[src/rtl/sysbus_arbiter_pkg.sv]
// Shared constants, FSM encoding and a width helper for the system-bus arbiter.
package sysbus_arbiter_pkg;

  localparam int DEF_ADDR_W = 8;
  localparam int DEF_DATA_W = 16;

  // Both handshakes are active-low on the wire.
  localparam logic STRB_ACTIVE = 1'b0;
  localparam logic RDY_ACTIVE  = 1'b0;

  typedef enum logic [1:0] {
    ST_IDLE  = 2'd0,
    ST_ISSUE = 2'd1,
    ST_WAIT  = 2'd2
  } state_t;

  function automatic int idx_w(input int n);
    return (n > 1) ? $clog2(n) : 1;
  endfunction

endpackage

[src/rtl/sysbus_arbiter_if.sv]
// Requester-side and memory-side signals of the arbiter, bundled with modports.
interface sysbus_arbiter_if
  import sysbus_arbiter_pkg::*;
#(
  parameter int NREQ   = 4,
  parameter int ADDR_W = DEF_ADDR_W,
  parameter int DATA_W = DEF_DATA_W
);

  // Handshake: a requester pulses m_strb[i] low for one cycle with m_rw/m_addr/m_wdata
  // valid on that edge; the arbiter answers with exactly one m_rdy[i] low pulse
  // (m_err[i] high on the same cycle if memory timed out), m_rdata valid during it.
  // On the memory side sstrb low for one cycle starts a transfer; srdy low for one
  // cycle while the arbiter waits ends it, srdata valid with srdy.
  logic [NREQ-1:0]        m_strb;
  logic [NREQ-1:0]        m_rw;
  logic [NREQ*ADDR_W-1:0] m_addr;
  logic [NREQ*DATA_W-1:0] m_wdata;
  logic [DATA_W-1:0]      m_rdata;
  logic [NREQ-1:0]        m_rdy;
  logic [NREQ-1:0]        m_err;
  logic [ADDR_W-1:0]      saddr;
  logic [DATA_W-1:0]      swdata;
  logic [DATA_W-1:0]      srdata;
  logic                   srw;
  logic                   sstrb;
  logic                   srdy;
  logic                   busy;

  modport slave (
    input  m_strb, m_rw, m_addr, m_wdata, srdata, srdy,
    output m_rdata, m_rdy, m_err, saddr, swdata, srw, sstrb, busy
  );

  modport master (
    output m_strb, m_rw, m_addr, m_wdata, srdata, srdy,
    input  m_rdata, m_rdy, m_err, saddr, swdata, srw, sstrb, busy
  );

endinterface

[src/rtl/sysbus_arbiter_rr_pick.sv]
// Combinational round-robin picker: first pending slot at or above the pointer, wrapping.
module sysbus_arbiter_rr_pick #(
  parameter int NREQ  = 4,
  parameter int IDX_W = 2
) (
  input  logic [NREQ-1:0]  pending_i,
  input  logic [IDX_W-1:0] ptr_i,
  output logic [NREQ-1:0]  grant_oh_o,
  output logic [IDX_W-1:0] grant_idx_o,
  output logic             any_o
);

  always_comb begin
    logic [IDX_W:0] cand;
    grant_oh_o  = '0;
    grant_idx_o = '0;
    any_o       = 1'b0;
    cand        = '0;
    for (int k = 0; k < NREQ; k++) begin
      // One extra bit so ptr+k cannot overflow before the modulo fold.
      cand = {1'b0, ptr_i} + (IDX_W+1)'(k);
      if (cand >= (IDX_W+1)'(NREQ)) begin
        cand = cand - (IDX_W+1)'(NREQ);
      end
      if (!any_o && pending_i[cand[IDX_W-1:0]]) begin
        any_o                           = 1'b1;
        grant_idx_o                     = cand[IDX_W-1:0];
        grant_oh_o[cand[IDX_W-1:0]]     = 1'b1;
      end
    end
  end

endmodule

[src/rtl/sysbus_arbiter.sv]
// Round-robin arbiter sharing one memory bus among NREQ strobe/ready requesters,
// with per-slot request latching and a saturating transaction timeout.
module sysbus_arbiter
  import sysbus_arbiter_pkg::*;
#(
  parameter int NREQ    = 4,
  parameter int ADDR_W  = DEF_ADDR_W,
  parameter int DATA_W  = DEF_DATA_W,
  parameter int TIMEOUT = 64
) (
  input  logic   clk,
  input  logic   rst_n,
  sysbus_arbiter_if.slave bus,
  output state_t state_o
);

  localparam int IDX_W = idx_w(NREQ);
  localparam int CNT_W = $clog2(TIMEOUT) + 1;
  localparam logic [CNT_W-1:0] CNT_LAST = CNT_W'(TIMEOUT - 1);
  localparam logic [CNT_W-1:0] CNT_MAX  = {CNT_W{1'b1}};

  state_t             state_q, state_d;
  logic [CNT_W-1:0]   cnt_q, cnt_d;
  logic [NREQ-1:0]    gnt_q, gnt_d;
  logic [IDX_W-1:0]   ptr_q, ptr_d;
  logic [NREQ-1:0]    pending_q, pending_d;
  logic [NREQ-1:0]    clr;

  logic [NREQ-1:0]    slot_rw_q, slot_rw_d;
  logic [ADDR_W-1:0]  slot_addr_q  [NREQ];
  logic [ADDR_W-1:0]  slot_addr_d  [NREQ];
  logic [DATA_W-1:0]  slot_wdata_q [NREQ];
  logic [DATA_W-1:0]  slot_wdata_d [NREQ];

  logic [ADDR_W-1:0]  saddr_q, saddr_d;
  logic [DATA_W-1:0]  swdata_q, swdata_d;
  logic               srw_q, srw_d;
  logic               sstrb_q, sstrb_d;
  logic [NREQ-1:0]    m_rdy_q, m_rdy_d;
  logic [NREQ-1:0]    m_err_q, m_err_d;
  logic [DATA_W-1:0]  m_rdata_q, m_rdata_d;

  logic [NREQ-1:0]    pick_oh;
  logic [IDX_W-1:0]   pick_idx;
  logic               pick_any;

  sysbus_arbiter_rr_pick #(
    .NREQ  (NREQ),
    .IDX_W (IDX_W)
  ) u_pick (
    .pending_i   (pending_q),
    .ptr_i       (ptr_q),
    .grant_oh_o  (pick_oh),
    .grant_idx_o (pick_idx),
    .any_o       (pick_any)
  );

  // Request capture; a strobe landing on its own completion edge re-arms the slot.
  always_comb begin
    pending_d    = pending_q;
    slot_rw_d    = slot_rw_q;
    slot_addr_d  = slot_addr_q;
    slot_wdata_d = slot_wdata_q;
    for (int i = 0; i < NREQ; i++) begin
      if ((bus.m_strb[i] == STRB_ACTIVE) && (!pending_q[i] || clr[i])) begin
        pending_d[i]    = 1'b1;
        slot_rw_d[i]    = bus.m_rw[i];
        slot_addr_d[i]  = bus.m_addr[i*ADDR_W +: ADDR_W];
        slot_wdata_d[i] = bus.m_wdata[i*DATA_W +: DATA_W];
      end else if (clr[i]) begin
        pending_d[i] = 1'b0;
      end
    end
  end

  always_comb begin
    state_d   = state_q;
    cnt_d     = cnt_q;
    gnt_d     = gnt_q;
    ptr_d     = ptr_q;
    saddr_d   = saddr_q;
    swdata_d  = swdata_q;
    srw_d     = srw_q;
    sstrb_d   = ~STRB_ACTIVE;
    m_rdy_d   = {NREQ{~RDY_ACTIVE}};
    m_err_d   = '0;
    m_rdata_d = '0;
    clr       = '0;
    unique case (state_q)
      ST_IDLE: begin
        if (pick_any) begin
          gnt_d    = pick_oh;
          ptr_d    = (pick_idx == IDX_W'(NREQ - 1)) ? '0 : pick_idx + 1'b1;
          saddr_d  = slot_addr_q[pick_idx];
          swdata_d = slot_wdata_q[pick_idx];
          srw_d    = slot_rw_q[pick_idx];
          sstrb_d  = STRB_ACTIVE;
          state_d  = ST_ISSUE;
        end
      end
      ST_ISSUE: begin
        cnt_d   = '0;
        state_d = ST_WAIT;
      end
      ST_WAIT: begin
        if (bus.srdy == RDY_ACTIVE) begin
          m_rdy_d   = ~gnt_q;
          m_rdata_d = bus.srdata;
          clr       = gnt_q;
          state_d   = ST_IDLE;
        end else if (cnt_q >= CNT_LAST) begin
          m_rdy_d = ~gnt_q;
          m_err_d = gnt_q;
          clr     = gnt_q;
          state_d = ST_IDLE;
        end else if (cnt_q != CNT_MAX) begin
          cnt_d = cnt_q + 1'b1;
        end
      end
      default: state_d = ST_IDLE;
    endcase
  end

  always_ff @(posedge clk or negedge rst_n) begin
    if (!rst_n) begin
      state_q   <= ST_IDLE;
      cnt_q     <= '0;
      gnt_q     <= '0;
      ptr_q     <= '0;
      pending_q <= '0;
      slot_rw_q <= '0;
      saddr_q   <= '0;
      swdata_q  <= '0;
      srw_q     <= 1'b0;
      sstrb_q   <= ~STRB_ACTIVE;
      m_rdy_q   <= {NREQ{~RDY_ACTIVE}};
      m_err_q   <= '0;
      m_rdata_q <= '0;
      for (int i = 0; i < NREQ; i++) begin
        slot_addr_q[i]  <= '0;
        slot_wdata_q[i] <= '0;
      end
    end else begin
      state_q      <= state_d;
      cnt_q        <= cnt_d;
      gnt_q        <= gnt_d;
      ptr_q        <= ptr_d;
      pending_q    <= pending_d;
      slot_rw_q    <= slot_rw_d;
      slot_addr_q  <= slot_addr_d;
      slot_wdata_q <= slot_wdata_d;
      saddr_q      <= saddr_d;
      swdata_q     <= swdata_d;
      srw_q        <= srw_d;
      sstrb_q      <= sstrb_d;
      m_rdy_q      <= m_rdy_d;
      m_err_q      <= m_err_d;
      m_rdata_q    <= m_rdata_d;
    end
  end

  assign bus.saddr   = saddr_q;
  assign bus.swdata  = swdata_q;
  assign bus.srw     = srw_q;
  assign bus.sstrb   = sstrb_q;
  assign bus.m_rdy   = m_rdy_q;
  assign bus.m_err   = m_err_q;
  assign bus.m_rdata = m_rdata_q;
  assign bus.busy    = (state_q != ST_IDLE);
  assign state_o     = state_q;

endmodule

[src/flat_wrapper.sv]
// flat-port wrapper written by rule: the top's interface ports become plain ports
module sysbus_arbiter_flat import sysbus_arbiter_pkg::*;
#(
  parameter int NREQ    = 4,
  parameter int ADDR_W  = DEF_ADDR_W,
  parameter int DATA_W  = DEF_DATA_W,
  parameter int TIMEOUT = 64
)
  (clk, rst_n, state_o, bus_m_strb, bus_m_rw, bus_m_addr, bus_m_wdata, bus_srdata, bus_srdy, bus_m_rdata, bus_m_rdy, bus_m_err, bus_saddr, bus_swdata, bus_srw, bus_sstrb, bus_busy);
  sysbus_arbiter_if #(.NREQ(NREQ), .ADDR_W(ADDR_W), .DATA_W(DATA_W)) bus_i ();
  input  logic clk;
  input  logic rst_n;
  output state_t state_o;
  input wire logic [$bits(bus_i.m_strb)-1:0] bus_m_strb;
  input wire logic [$bits(bus_i.m_rw)-1:0] bus_m_rw;
  input wire logic [$bits(bus_i.m_addr)-1:0] bus_m_addr;
  input wire logic [$bits(bus_i.m_wdata)-1:0] bus_m_wdata;
  input wire logic [$bits(bus_i.srdata)-1:0] bus_srdata;
  input wire logic [$bits(bus_i.srdy)-1:0] bus_srdy;
  output wire logic [$bits(bus_i.m_rdata)-1:0] bus_m_rdata;
  output wire logic [$bits(bus_i.m_rdy)-1:0] bus_m_rdy;
  output wire logic [$bits(bus_i.m_err)-1:0] bus_m_err;
  output wire logic [$bits(bus_i.saddr)-1:0] bus_saddr;
  output wire logic [$bits(bus_i.swdata)-1:0] bus_swdata;
  output wire logic [$bits(bus_i.srw)-1:0] bus_srw;
  output wire logic [$bits(bus_i.sstrb)-1:0] bus_sstrb;
  output wire logic [$bits(bus_i.busy)-1:0] bus_busy;
  assign bus_i.m_strb = bus_m_strb;
  assign bus_i.m_rw = bus_m_rw;
  assign bus_i.m_addr = bus_m_addr;
  assign bus_i.m_wdata = bus_m_wdata;
  assign bus_i.srdata = bus_srdata;
  assign bus_i.srdy = bus_srdy;
  assign bus_m_rdata = bus_i.m_rdata;
  assign bus_m_rdy = bus_i.m_rdy;
  assign bus_m_err = bus_i.m_err;
  assign bus_saddr = bus_i.saddr;
  assign bus_swdata = bus_i.swdata;
  assign bus_srw = bus_i.srw;
  assign bus_sstrb = bus_i.sstrb;
  assign bus_busy = bus_i.busy;
  sysbus_arbiter #(.NREQ(NREQ), .ADDR_W(ADDR_W), .DATA_W(DATA_W), .TIMEOUT(TIMEOUT)) u_core (.clk(clk), .rst_n(rst_n), .bus(bus_i), .state_o(state_o));
endmodule
[config.mk]
export PLATFORM = sky130hd
export DESIGN_NAME = sysbus_arbiter_flat
export DESIGN_NICKNAME = d
export VERILOG_FILES = /design/src/rtl/sysbus_arbiter_pkg.sv /design/src/rtl/sysbus_arbiter_if.sv /design/src/rtl/sysbus_arbiter_rr_pick.sv /design/src/rtl/sysbus_arbiter.sv /design/src/flat_wrapper.sv
export SDC_FILE = /design/constraint.sdc
export NUM_CORES = 1
export LEC_CHECK = 0
export CORE_UTILIZATION = 52
export CTS_CLUSTER_SIZE = 8
export DETAILED_ROUTE_END_ITERATION = 12
export PLACE_DENSITY = 0.81
export SYNTH_ARGS = -nofsm -noshare
export SYNTH_HDL_FRONTEND = slang
export SYNTH_SLANG_ARGS = --single-unit
[constraint.sdc]
create_clock -name clk -period 3.9 [get_ports clk]
set_clock_uncertainty 0.15 [all_clocks]
set_input_delay 0.585 -clock clk [delete_from_list [all_inputs] [get_ports clk]]
set_output_delay 0.585 -clock clk [all_outputs]
set_load 0.01 [all_outputs]
**Word-level counts from Yosys, hierarchy flattened**

Cells that the tools add are included.

- Logic and storage cells: 170
- Register bits: 169
- Input bits: 123

- Bitwise operators: 9
- Add/subtract/negate cells: 9
- Multiplexer cells: 69
- Magnitude comparators: 15
- Eq/ne operators: 9
- Reductions and logical operators: 32

Operator list:

| cell | count |
|---|---|
| two-way mux 16 bit | 4 |
| two-way mux 4 bit | 12 |
| binary-select mux 16 bit (select 2 bit) | 1 |
| two-way mux 2 bit | 12 |
| two-way mux 1 bit | 23 |
| two-way mux 7 bit | 3 |
| binary-select mux 8 bit (select 2 bit) | 1 |
| two-way mux 8 bit | 2 |
| less-than comparator 2 x 3 -> 1 bit (second input constant) | 5 |
| one-hot mux 7 bit (2 select lines) | 1 |
| >= comparator 3 bit (second input constant) | 4 |
| OR 4 bit | 3 |
| nonzero test 2 bit | 6 |
| logical AND 1 bit | 11 |
| binary-select mux 1 bit (select 2 bit) | 5 |
| demux 1 bit (select 2 bit) | 4 |
| >= comparator 2 x 1 -> 1 bit (second input constant) | 4 |
| subtractor 2 x 1 -> 2 bit (second input constant) | 4 |
| adder 7 x 1 -> 7 bit (second input constant) | 1 |
| >= comparator 7 x 6 -> 1 bit (second input constant) | 1 |
| logical NOT 1 bit | 7 |
| != test 7 bit (second input constant) | 1 |
| adder 2 x 2 -> 3 bit (second input constant) | 2 |
| one-hot mux 2 bit (3 select lines) | 1 |
| other kinds (15) | 25 |

**Depth between registers and ports, before layout**

- Word-level depth: 18
- Depth in mapped cells: 12
- Depth with buffers taken out: 8

**Modules after synthesis**

A second synthesis with hierarchy kept.

- Cell total of the unflattened synthesis: 997
- Area total of the unflattened synthesis: 10083.4 µm²

By module, submodules not included:

| module | times used | area an instance (µm²) | cells an instance |
|---|---|---|---|
| sysbus_arbiter | 1 | 9661.8 | 952 |
| sysbus_arbiter_rr_pick | 1 | 421.7 | 45 |

**Worst setup path before layout**

Ideal clock, no wire load.

- Kind: flip-flop to flip-flop
- Start point: reg u_core.ptr_q[0]
- End point: reg u_core.swdata_q[7] (netlist: u_core.bus.swdata[7])
- Data required time: 3.621 ns
- Path buffers: 3
- Period minus slack after synthesis: 2.991 ns
- Cell stages (with the launch flop): 12
- Data arrival time: 2.712 ns
- Setup slack: 0.909 ns
- Cell sequence: dfrtp_1 > buf_6 > clkinv_1 > ha_1 > mux4_2 > nor2b_4 > buf_6 > buf_2 > nor3_1 > a211oi_1 > a41oi_1 > a21boi_2

- Word-level cells in the longest chain between the ends: 18

RTL lines:

| element | RTL line | RTL |
|---|---|---|
| from (decl) | sysbus_arbiter.sv:25 | `logic [IDX_W-1:0] ptr_q, ptr_d;` |
| from (signal assigned) | sysbus_arbiter.sv:147 | `ptr_q <= ptr_d;` |
| branches (longest 18 deep; another with adder 2 x 1 -> 3 bit) | - |  |
| to (signal assigned) | sysbus_arbiter.sv:153 | `swdata_q <= swdata_d;` |
| to (decl) | sysbus_arbiter.sv:36 | `logic [DATA_W-1:0] swdata_q, swdata_d;` |

Several ways; the timed one is not identified. The select of a mux whose other input is x is not followed.
A chain may end at the register's enable or synchronous reset.

**Worst setup path in the final report**

- Start point: reg u_core.ptr_q[0]
- End point: reg u_core.saddr_q[3] (netlist: u_core.bus.saddr[3])

- Word-level cells in the longest chain between the ends: 18

RTL lines:

| element | RTL line | RTL |
|---|---|---|
| branches (longest 18 deep; another with adder 2 x 1 -> 3 bit) | - |  |
| to (signal assigned) | sysbus_arbiter.sv:152 | `saddr_q <= saddr_d;` |
| to (decl) | sysbus_arbiter.sv:35 | `logic [ADDR_W-1:0] saddr_q, saddr_d;` |

Several ways; the timed one is not identified. The select of a mux whose other input is x is not followed.

==> results.toml <==
[timing]
finalWorstSetupSlack_ns = 0.383
max-slew-margin-rel = 0.183
final_hold_violation_count = 0
finalWorstPathRequiredPeriod_ns = 3.52
rsz_0062_raised_after_global_routing = "no"
timing.final.max_slew_violations = 0
period_share = 0.902
timing_worst_slew_pin_value_ns = 1.23
setup_violations = 0
fmaxAchievable_ghz = 0.284
post_route_setup_tns_ns = 0

[detailed_routing]
drt-pass1-iter-count = 6
route.detailed.wl_per_inst_um = 19.3
drt_first_iter_violations = 653
vias_per_cell = 6.11
route.antenna.remaining_nets = 0
post-route-drc-count = 0
vias = 7249
routed_wl_um = 22900

[cells_and_area]
syn_to_final_growth_pct = 28.4
mostFrequentLayoutCells = "sky130_fd_sc_hd__clkdlybuf4s50_1 (174), sky130_fd_sc_hd__dfrtp_1 (163), sky130_fd_sc_hd__mux2_2 (101)"
layout.cells.most_common = "sky130_fd_sc_hd__clkdlybuf4s50_1"
final_nets = 1090
n_fill_cell = 1175
flip_flop_and_latch_area_mm2 = 0.00424
final_layout_size_suffix_gt1_frac = 0.182
multiInputGateArea_mm2 = 0.00404

[worst_setup_path]
timing.critical_path.fanout_max = 51
crit_required_ns = 4.04
setup.worst_path.start_class = "register"
timing.critical_path.to_type = "register"
path_class = "register to register"
critical_path_arrival_ns = 3.65
worst-r2r-cell-count = 9

[cts]
clock_tree.root_cell = "sky130_fd_sc_hd__clkbuf_16"
number_of_clock_sinks = 169
post_cts_setup_repair_bufs = 0
cts_resized = 0
cts_made_buffers = 17
clk_path_buf_depth = 2
cts_tree = "built"
cts.reportedPaths.clkPinSlew_ns = 0.07
clk-insertion-delay-late_ns = 0.43
count_of_h_tree_levels_built_during_cts = 4
postCtsHoldBufs = 0

[global_routing]
global_route_wire_length_before_repair_um = 35700
overflow = 0
antenna_found_initial = 0
grt_start_max_net_pins = 86
grt_pass1_vias = 6770
globalRouteTotalUtil = 0.277

[placed_design]
dpl_worst_slack_ns = 0.455
placement.io_buffers = 175
place.detailed.hpwl_um = 15300
place_congestion = 0.839

[power]
total_switching_power_w = 0.00338
power.clock.fraction = 0.192
leakage_nw = 4.49
combPwrFrac = 0.425
power.switching_fraction = 0.388
power.ir.vdd_worst_mv = 0.448
int_power_w = 0.00533
p_per_area_mw_per_mm2 = 786
share_seq_of_total_power = 0.383

[yosys]
synth.yosys.seq_area_share = 0.491
netlist_instances = 811
ys_dominant_reg_cell = "sky130_fd_sc_hd__dfrtp_1"
ys_warn_count = 0
synth_enable_flop_cells = 0
syn_area_mm2 = 0.00863
synth_fp_nets = 943
syn_avg_cell_area_um2 = 10.6
synth_cell_types = 49
synth_seq_cells = 169
synthArstFlopShare = 1.00

[floorplan]
die_area_mm2 = 0.0171
num_rows = 46
core_area_mm2 = 0.0161
chipWidth_um = 131
effective_utilization_at_floorplan = 0.538
io_pins = 176
dieHeight_um = 131

[flow_run]
max-cap-violations = 0

[hold_path]
holdCritPathClass = "primary input to async pin"

[run_status]
run_status = "complete, no violations"
-- logic make-up after synthesis --
kind of cell,synth area share
and+or+nand+nor,0.140
AOI/OAI and AO/OA,0.167
DFF,0.491
muxes,0.143
buffers and inverters,0.0433
adders and majority gates,0.0130
xor gates and xnor gates,0.00304
-- per-stage QoR --
step / cells / utilization / instance area, um^2 / power (W) / hold slack [ns]
2_1_floorplan: 811 / - / 8630 / 0.00559 / 0.139
3_3_place_gp: 1155 / 0.653 / 10500 / 0.00680 / 0.324
3_5_place_dp: 1155 / 0.653 / 10500 / 0.00694 / 0.340
4_1_cts: 1186 / 0.690 / 11100 / 0.00865 / 0.0816
5_1_grt: 1186 / 0.690 / 11100 / 0.00918 / 0.105
6_report: 1187 / 0.690 / 11100 / 0.00871 / 0.0402
-- worst paths after layout --
check                                          end  slack (ns)       startpoint
max                            u_core.bus.saddr[3]        0.38  u_core.ptr_q[0]
max reg2reg                    u_core.bus.saddr[3]        0.38  u_core.ptr_q[0]
min reg2reg                    u_core.bus.m_rdy[0]        0.36  u_core.gnt_q[0]
min in group clk               u_core.bus.m_rdy[0]        0.36  u_core.gnt_q[0]
max in group asynchronous  u_core.slot_wdata_q[61]        2.54            rst_n
min                          u_core.bus.m_rdata[0]        0.04            rst_n
-- cell type report --
| cell class | count | share of cell area |
|---|---|---|
| Timing Repair Buffer | 196 | 0.174 |
| Clock buffer | 22 | 0.0419 |
| Multi-Input combinational cell | 569 | 0.365 |
| Inverter | 5 | 0.00169 |
| Sequential cell | 169 | 0.383 |
| Tap cell | 216 | 0.0244 |
| Antenna cell | 1 | 0.000226 |
| Clock inverter | 9 | 0.0107 |
-- cell usage after synthesis (2+ instances only) --
master	n	area share
sky130_fd_sc_hd__nor3_1	25	0.014
sky130_fd_sc_hd__a221oi_1	29	0.029
sky130_fd_sc_hd__nand3b_1	3	0.0026
sky130_fd_sc_hd__nor2b_1	4	0.0029
sky130_fd_sc_hd__a32oi_1	2	0.0020
sky130_fd_sc_hd__dfstp_2	5	0.015
sky130_fd_sc_hd__buf_6	8	0.010
sky130_fd_sc_hd__a22oi_1	29	0.025
sky130_fd_sc_hd__mux2_2	101	0.13
sky130_fd_sc_hd__a21oi_2	4	0.0041
sky130_fd_sc_hd__nand4_1	3	0.0022
sky130_fd_sc_hd__and3_1	27	0.020
sky130_fd_sc_hd__clkbuf_2	2	0.0012
sky130_fd_sc_hd__a21boi_2	3	0.0039
sky130_fd_sc_hd__mux4_2	3	0.0078
sky130_fd_sc_hd__xor2_1	3	0.0030
sky130_fd_sc_hd__clkbuf_1	30	0.013
sky130_fd_sc_hd__a31oi_1	27	0.020
sky130_fd_sc_hd__a41oi_1	25	0.025
sky130_fd_sc_hd__nand2_1	95	0.041
sky130_fd_sc_hd__inv_1	4	0.0017
sky130_fd_sc_hd__and2_1	21	0.015
sky130_fd_sc_hd__a21boi_1	21	0.018
sky130_fd_sc_hd__nor2_1	70	0.030
sky130_fd_sc_hd__nor3_2	2	0.0023
sky130_fd_sc_hd__dfrtp_1	164	0.48
sky130_fd_sc_hd__mux2i_1	3	0.0035
sky130_fd_sc_hd__nand2b_1	3	0.0022
sky130_fd_sc_hd__ha_1	9	0.013
sky130_fd_sc_hd__nor4_1	3	0.0022
sky130_fd_sc_hd__buf_2	27	0.016
sky130_fd_sc_hd__o21ai_0	5	0.0029
sky130_fd_sc_hd__a211oi_1	25	0.022
sky130_fd_sc_hd__a21oi_1	11	0.0064
-- flip-flops by register name, summed over array words and instances, names as in the netlist --
| name | count |
|---|---|
| u_core.bus.m_err | 4 |
| u_core.bus.m_rdata | 16 |
| u_core.bus.m_rdy | 4 |
| u_core.bus.saddr | 8 |
| u_core.bus.srw | 1 |
| u_core.bus.sstrb | 1 |
| u_core.bus.swdata | 16 |
| u_core.cnt_q | 7 |
| u_core.gnt_q | 4 |
| u_core.pending_q | 4 |
| u_core.ptr_q | 2 |
| u_core.slot_addr_q | 32 |
| u_core.slot_rw_q | 4 |
| u_core.slot_wdata_q | 64 |
| u_core.state_o | 2 |
-- per-layer routing --
metal  GRT usage  share of wire
met1       0.380           0.42
met2       0.431           0.47
met3      0.0554          0.085
met4       0.113          0.029
met5           0              0
-- power by group through the flow --
stage / Clock (W) / Combinational [W] / Sequential, W
after floorplan: 0 / 0.00250 / 0.00310
after global placement: 0 / 0.00352 / 0.00328
after detailed placement: 0 / 0.00363 / 0.00331
after CTS: 0.00168 / 0.00367 / 0.00330
after global routing: 0.00176 / 0.00401 / 0.00341
final: 0.00167 / 0.00370 / 0.00334
-- worst max-delay path, stage by stage (launching register included) --
cell                       delay, ns
sky130_fd_sc_hd__dfrtp_4        0.51
sky130_fd_sc_hd__clkinv_1       0.11
sky130_fd_sc_hd__ha_1           0.42
sky130_fd_sc_hd__mux4_2         0.63
sky130_fd_sc_hd__nor2b_4        0.44
sky130_fd_sc_hd__or2_1          0.16
sky130_fd_sc_hd__buf_4          0.42
sky130_fd_sc_hd__nor2_1         0.11
sky130_fd_sc_hd__a31oi_1        0.26
sky130_fd_sc_hd__a21boi_1       0.13
Note: power is estimated with default switching activity, not from simulation.
